### config.mk
export PLATFORM = sky130hd
export DESIGN_NAME = ads5404_align_pack
export DESIGN_NICKNAME = d
export VERILOG_FILES = /design/src/rtl/ads5404_align_pack.sv
export SDC_FILE = /design/constraint.sdc
export NUM_CORES = 1
export LEC_CHECK = 0
export ABC_AREA = 1
export CAP_MARGIN = 20
export CORE_AREA = 2 2 176 178
export CTS_CLUSTER_SIZE = 14
export DETAILED_ROUTE_END_ITERATION = 12
export DIE_AREA = 0 0 178 180
export GPL_ROUTABILITY_DRIVEN = 0
export PLACE_DENSITY = 0.7
export SETUP_SLACK_MARGIN = 0.02
export SKIP_CTS_REPAIR_TIMING = 1
export SYNTH_ARGS = -nofsm -noshare
export SYNTH_HDL_FRONTEND = slang
export SYNTH_SLANG_ARGS = --single-unit
### constraint.sdc
create_clock -name adc_clk -period 6.25 [get_ports adc_clk]
set_clock_uncertainty 0.1 [all_clocks]
set_input_delay 1.25 -clock adc_clk [delete_from_list [all_inputs] [get_ports adc_clk]]
set_output_delay 1.25 -clock adc_clk [all_outputs]
set_load 0.03 [all_outputs]
### src/rtl/ads5404_align_pack.sv
// ADS5404 capture back end: aligns the two DDR lanes on the ADC sync, then packs
// PACK sample pairs per channel into one wide word, with sticky overrange flags and a sync error count.
module ads5404_align_pack #(
  parameter int NBITS        = 12,
  parameter int NCHAN        = 2,
  parameter int PACK         = 2,
  parameter int AUTO_REALIGN = 0
) (
  input  logic                          adc_clk,
  input  logic                          user_rst,
  input  logic [NCHAN*2*NBITS-1:0]      din,
  input  logic [NCHAN*2-1:0]            ovr_in,
  input  logic [1:0]                    sync_in,
  input  logic                          arm,
  input  logic                          ovr_clr,
  output logic [NCHAN*2*PACK*NBITS-1:0] dout,
  output logic                          dout_valid,
  output logic                          dout_sync,
  output logic                          aligned,
  output logic                          slip,
  output logic [NCHAN-1:0]              ovr_sticky,
  output logic [15:0]                   sync_err_cnt
);

  localparam int WW = NCHAN * 2 * PACK * NBITS;
  localparam int BW = (PACK > 1) ? $clog2(PACK) : 1;
  localparam logic [BW-1:0] LAST_BEAT = BW'(PACK - 1);

  typedef enum logic [1:0] {IDLE, WAIT_SYNC, RUN} state_t;

  state_t                  state_q, state_d;
  logic                    slip_q, slip_d;
  logic [BW-1:0]           beat_q, beat_d;
  logic [NCHAN*NBITS-1:0]  prev_l1_q, prev_l1_d;
  logic [WW-1:0]           buf_q, buf_d;
  logic [WW-1:0]           word_q, word_d;
  logic                    word_valid_q, word_valid_d;
  logic                    word_sync_q, word_sync_d;
  logic                    sync_pend_q, sync_pend_d;
  logic [WW-1:0]           dout_q, dout_d;
  logic                    dout_valid_q, dout_valid_d;
  logic                    dout_sync_q, dout_sync_d;
  logic [NCHAN-1:0]        ovr_q, ovr_d;
  logic [15:0]             err_q, err_d;

  logic                    sync_any, sync_lane, on_beat, misalign;
  logic                    pend, kill, realign, take, take_slip;
  logic [BW-1:0]           take_beat;
  logic [WW-1:0]           fill;
  logic [NBITS-1:0]        s_old, s_new;

  always_ff @(posedge adc_clk) begin
    if (user_rst) begin
      state_q      <= IDLE;
      slip_q       <= 1'b0;
      beat_q       <= '0;
      prev_l1_q    <= '0;
      buf_q        <= '0;
      word_q       <= '0;
      word_valid_q <= 1'b0;
      word_sync_q  <= 1'b0;
      sync_pend_q  <= 1'b0;
      dout_q       <= '0;
      dout_valid_q <= 1'b0;
      dout_sync_q  <= 1'b0;
      ovr_q        <= '0;
      err_q        <= '0;
    end else begin
      state_q      <= state_d;
      slip_q       <= slip_d;
      beat_q       <= beat_d;
      prev_l1_q    <= prev_l1_d;
      buf_q        <= buf_d;
      word_q       <= word_d;
      word_valid_q <= word_valid_d;
      word_sync_q  <= word_sync_d;
      sync_pend_q  <= sync_pend_d;
      dout_q       <= dout_d;
      dout_valid_q <= dout_valid_d;
      dout_sync_q  <= dout_sync_d;
      ovr_q        <= ovr_d;
      err_q        <= err_d;
    end
  end

  always_comb begin
    sync_any  = |sync_in;
    sync_lane = ~sync_in[0];
    // A lane-1 sync marks the older half of the next cycle's pair, so it lands on beat 0 when the current beat is the last.
    on_beat   = sync_lane ? (beat_q == LAST_BEAT) : (beat_q == '0);
    misalign  = (state_q == RUN) && sync_any && ((sync_lane != slip_q) || !on_beat);

    state_d      = state_q;
    slip_d       = slip_q;
    beat_d       = beat_q;
    buf_d        = buf_q;
    word_d       = word_q;
    word_valid_d = 1'b0;
    word_sync_d  = 1'b0;
    err_d        = err_q;
    pend         = sync_pend_q;
    kill         = 1'b0;
    realign      = 1'b0;
    take         = 1'b0;
    take_slip    = slip_q;
    take_beat    = beat_q;

    case (state_q)
      IDLE: begin
        if (arm) state_d = WAIT_SYNC;
      end
      WAIT_SYNC: begin
        if (!arm && sync_any) begin
          state_d = RUN;
          realign = 1'b1;
        end
      end
      RUN: begin
        if (arm) begin
          state_d = WAIT_SYNC;
          kill    = 1'b1;
        end else if (misalign && (AUTO_REALIGN != 0)) begin
          realign = 1'b1;
        end else begin
          take = 1'b1;
        end
      end
      default: state_d = IDLE;
    endcase

    if (realign) begin
      slip_d    = sync_lane;
      pend      = 1'b1;
      beat_d    = '0;
      take      = !sync_lane;
      take_slip = 1'b0;
      take_beat = '0;
    end

    if (arm) err_d = '0;
    else if (misalign && (err_q != '1)) err_d = err_q + 16'd1;

    fill  = buf_q;
    s_old = '0;
    s_new = '0;
    for (int unsigned c = 0; c < NCHAN; c++) begin
      s_old = take_slip ? prev_l1_q[c*NBITS +: NBITS] : din[(2*c)*NBITS +: NBITS];
      s_new = take_slip ? din[(2*c)*NBITS +: NBITS]   : din[(2*c+1)*NBITS +: NBITS];
      fill[(c*2*PACK + 2*int'(take_beat))*NBITS +: NBITS]     = s_old;
      fill[(c*2*PACK + 2*int'(take_beat) + 1)*NBITS +: NBITS] = s_new;
    end

    if (take) begin
      if (take_beat == LAST_BEAT) begin
        word_d       = fill;
        word_valid_d = 1'b1;
        word_sync_d  = pend;
        pend         = 1'b0;
        beat_d       = '0;
      end else begin
        buf_d  = fill;
        beat_d = take_beat + 1'b1;
      end
    end
    sync_pend_d = pend;

    dout_valid_d = word_valid_q & ~kill;
    dout_d       = dout_valid_d ? word_q : dout_q;
    dout_sync_d  = dout_valid_d & word_sync_q;

    prev_l1_d = '0;
    ovr_d     = '0;
    for (int unsigned c = 0; c < NCHAN; c++) begin
      prev_l1_d[c*NBITS +: NBITS] = din[(2*c+1)*NBITS +: NBITS];
      ovr_d[c] = (ovr_q[c] & ~ovr_clr) | (|ovr_in[2*c +: 2]);
    end
  end

  assign dout         = dout_q;
  assign dout_valid   = dout_valid_q;
  assign dout_sync    = dout_sync_q;
  assign aligned      = (state_q == RUN);
  assign slip         = slip_q;
  assign ovr_sticky   = ovr_q;
  assign sync_err_cnt = err_q;

endmodule

### Word-level counts from Yosys, hierarchy flattened

Index checks and enable logic that the tools add are counted.
W data, S select, Z words.

* memory bits (read-only): 0
* logic and storage cells: 98
* memories kept: 0
* bits in latches: 0
* register bits after elaboration: 339
* memory bits (writable): 0
* input port bits: 58

* bitwise logic cells: 12
* multipliers: 4
* div/mod/pow operators: 0
* shift operators: 8
* equal/unequal tests: 6
* multiplexer cells: 27
* $add $sub $neg: 9
* $lt $le $gt $ge: 0
* reduce and logical (&&, ||, !) cells: 18

Operators by type and width (count)
* $bwmux W96: 4
* $shift A12 B34 Y96 const A: 4
* $shiftx A12 B34 Y96: 4
* $mux W12: 4
* $neg A32 Y34: 1
* $neg A6 Y34: 1
* $neg A7 Y34: 1
* $neg A9 Y34: 1
* $mul A32 B2 Y30 const B: 1
* $add A16 B1 Y16 const B: 1
* $mux W1: 16
* $ne A16 B16 Y1 const B: 1
* $reduce_or A2 Y1: 6
* $mul A5 B2 Y7 const B: 1
* $not A1 Y1: 6
* $reduce_and A2 Y1: 3
* $add A4 B1 Y5 const B: 1
* $mul A3 B2 Y5 const B: 1
* $add A3 B2 Y4 const A: 1
* $and A1 B1 Y1: 4
* $logic_and A1 B1 Y1: 4
* $mux W2: 2
* $pmux W2 S2: 1
* $add A2 B1 Y3 const B: 1
* other kinds (12): 14

### Depth between registers and ports, before layout

* depth in word-level cells: 12
* mapped depth: 14

### Worst setup path before layout

No wires, ideal clock.

* path type: in2reg
* start point: in sync_in[0]
* end point: reg word_q[36]
* setup time: 0.109 ns
* stages: 13
* path slack: 3.170 ns
* arrival: 2.871 ns
* path buffers: 3
* cell sequence: inv_2 > nand2_2 > nand3_2 > buf_2 > o21ai_0 > nand2_1 > inv_1 > ha_1 > clkbuf_1 > buf_1 > nand3_1 > nand2_1 > inv_1

* cells in the longest elaborated chain, start to end: 12

RTL lines
* start: declaration: RTL line 13 `input logic [1:0] sync_in,`
* branches (longest 12 deep; another with $neg A32 Y34)
* end signal: assignment: RTL line 74 `word_q <= word_d;`
* end: declaration: RTL line 36 `logic [WW-1:0] word_q, word_d;`

Parallel ways; which one is timed is not known.
A chain may end at the register's enable or synchronous reset.

### Worst setup path after layout

* start point: in arm
* end point: reg word_q[63]

* cells in the longest elaborated chain, start to end: 12

RTL lines
* start: declaration: RTL line 14 `input logic arm,`
* branches (longest 12 deep; another with $neg A32 Y34)

Parallel ways; which one is timed is not known.

==> results.sh <==
export IMPL_seq_area_um2=6790
export IMPL_synth_edf_count=0
export IMPL_multi_input_comb_area_um2=6470
export IMPL_synth_cells=2298
export IMPL_top_usage_layer="met2"
export IMPL_worstHoldPathType="flip-flop to flip-flop"
export IMPL_synth_top_area_share_pct=45.5
export IMPL_globalRouteMet3Util_pct=3.26
export IMPL_grt_pass1_wl_um=64900
export IMPL_p_leak_nw=8.24
export IMPL_synth_nets=2359
export IMPL_r2r_start="state_q[1]"
export IMPL_synth_top_area_cell="dfxtp_1"
export IMPL_synth_most_common_cell="nor2_1"
export IMPL_crit_end="word_q[63]"
export IMPL_die_w_um=178
export IMPL_clockBufferDepth=3
export IMPL_status="completed"
export IMPL_use_met2_pct=41.6
export IMPL_synth_warnings=0
export IMPL_yosys_top_cells_count="nor2_1 (631), nand2_1 (412), nand3_1 (344), dfxtp_1 (339), inv_1 (285)"
export IMPL_drcViolationCount=0
export IMPL_synth_area_leaders="dfxtp_1 (45%), nor2_1 (16%), nand3_1 (12%), nand2_1 (10%), inv_1 (7.2%)"
export IMPL_slew_viol_final=0
export IMPL_worstPathArrival_ns=4.66
export IMPL_dpl_hpwl_um=24800
export IMPL_initial_core_util_pct=49.4
export IMPL_ir_worst_vdd_mv=0.192
export IMPL_antenna_found_initial=0
export IMPL_via_per_inst=5.06
export IMPL_worstSkewPairLatency_ns=0.52
export IMPL_overflow=0
export IMPL_synth_cell_type_count=24
export IMPL_ys_async_sr_fraction_pct=0
export IMPL_numClockSinks=339
export IMPL_fillers=2856
export IMPL_required_ns=6.61
export IMPL_crit_path_max_fanout=79
export IMPL_power_mw=4.93
export IMPL_drive_above_1_share_pct=3.89
export IMPL_root_buffer="clkbuf_16"
export IMPL_critPathKind="primary input to flip-flop"
export IMPL_period_share_pct=68.8
export IMPL_synthesis_area_um2=14900
export IMPL_core_um2=30200
export IMPL_cts_buffers=37
export IMPL_reg2reg_depth=11
export IMPL_reg2reg_to="word_q[63]"
export IMPL_synthFlopType="dfxtp_1"
export IMPL_post_route_util_pct=59.7
export IMPL_start_kind="primary input"
export IMPL_fmax_mhz=233
export IMPL_diodes=0
export IMPL_ys_ff_latch=339
export IMPL_die_h_um=180
export IMPL_antenna_left=0
export IMPL_hold_viol=0
export IMPL_end_kind="flip-flop"
export IMPL_io_pins=176
export IMPL_r2r_slack_ns=2.89
export IMPL_wl_per_cell_um=14.1
export IMPL_syn_avg_cell_area_um2=6.49
export IMPL_grt_pass1_vias=13139
export IMPL_relSlewSlack_pct=26.9
export IMPL_rows=64
export IMPL_setup_tns_ns=0
export IMPL_clkSlewWorstSetupHoldPaths_ns=0.06
export IMPL_area_growth_pct=20.8
export IMPL_globalRouteTotalUtil_pct=24.6
export IMPL_grt_max_degree=147
export IMPL_dieArea_um2=32000
export IMPL_vias=14232
export IMPL_routed_wl_um=39500
export IMPL_io_buffers=175
export IMPL_final_nets=2450
export IMPL_cts_tree="done"
export IMPL_cts_htree_levels=2
export IMPL_startpoint="arm"
export IMPL_ys_seq_area_share_pct=45.5
export IMPL_powerDensity_nw_per_um2=274
export IMPL_setup_violations=0
export IMPL_tightestPinTransition_ns=1.09
export IMPL_grtUsageMet1_pct=32.1
export IMPL_first_iter_violations=1264
export IMPL_period_minus_slack_ns=4.30
export IMPL_dr_pass1_iters=6
export IMPL_maxCapViolations=0
export IMPL_rsz0062_at_grt="no"
-- report_power, final --
part           switching [mW]  internal (mW)
sequential             0.0329           2.23
combinational           0.288          0.151
clock                   0.864           1.37
total                    1.18           3.75
-- sequential cells by signal (all words and copies together), names as in the netlist --
register / cells
beat_q: 1
dout_sync: 1
sync_err_cnt: 16
word_valid_q: 1
dout_valid: 1
ovr_sticky: 2
slip: 1
sync_pend_q: 1
state_q: 2
dout: 96
word_q: 96
buf_q: 96
prev_l1_q: 24
word_sync_q: 1
-- logic make-up (layout without fill, tap and decap cells) --
family / count (synthesis) / in the layout / synth area share (%)
buffers and inverters: 427 / 545 / 11.4
and+or+nand+nor: 1401 / 1401 / 38.4
AOI/OAI and AO/OA: 122 / 122 / 4.12
adders and majority gates: 3 / 3 / 0.252
DFF: 339 / 339 / 45.5
xor gates and xnor gates: 6 / 6 / 0.352
-- cell type report --
type	instances	area share, %
inverters	291	6.07
repair buffers	188	10.5
flip-flops and latches	339	37.7
multi-input cells	1532	35.9
well taps	396	2.75
clock inverters	6	0.326
clock buffers	60	6.74
-- stage by stage --
stage | cell area, µm² | cells | hold WS, ns | worst slack [ns]
3_5_place_dp | 16700 | 2745 | 0.323 | 1.53
2_1_floorplan | 14900 | 2298 | 0.303 | 3.17
5_1_grt | 18000 | 2812 | 0.375 | 1.72
4_1_cts | 18000 | 2811 | 0.345 | 2.03
3_3_place_gp | 16700 | 2745 | 0.313 | 1.59
6_report | 18000 | 2812 | 0.363 | 1.95
-- layout by cell type (no fill, tap or decap), drive strengths merged --
master,instances
a21oi,20
clkdlybuf4s50,174
dfxtp,339
buf,14
clkinv,5
bufinv,1
nor3,2
nand4,5
xor2,2
o21ai,102
xnor2,4
clkbuf,60
inv,291
ha,3
nand2,416
nor2,633
nand3,345
-- critical path, cell delays in order --
cell and delay, ns:
clkdlybuf4s50_1 0.56, inv_2 0.06, nand3_2 0.07, buf_4 0.54, nand2_4 0.33, inv_2 0.17, ha_4 0.75, buf_4 0.48
nor2_1 0.11, nor2_1 0.12, nand2_1 0.07, inv_1 0.05
-- worst min path at each step --
stage             startpoint            end  slack (ns)  cells after the start
5_1_grt          word_sync_q      dout_sync        0.37                      2
3_3_place_gp     word_sync_q      dout_sync        0.31                      2
4_1_cts          word_sync_q      dout_sync        0.34                      2
3_5_place_dp     word_sync_q      dout_sync        0.32                      2
2_1_floorplan    word_sync_q      dout_sync        0.30                      2
6_report       ovr_sticky[1]  ovr_sticky[1]        0.36                      2
-- layer usage --
layer	wire length, µm	part of all wire [%]	vias to the layer above
met4	1240	3.1	0
li1	-	-	7209
met2	18600	47	437
met3	2460	6.2	70
met5	0	0	-
met1	17300	44	6516
No activity file was read; power rests on OpenSTA's default activity.
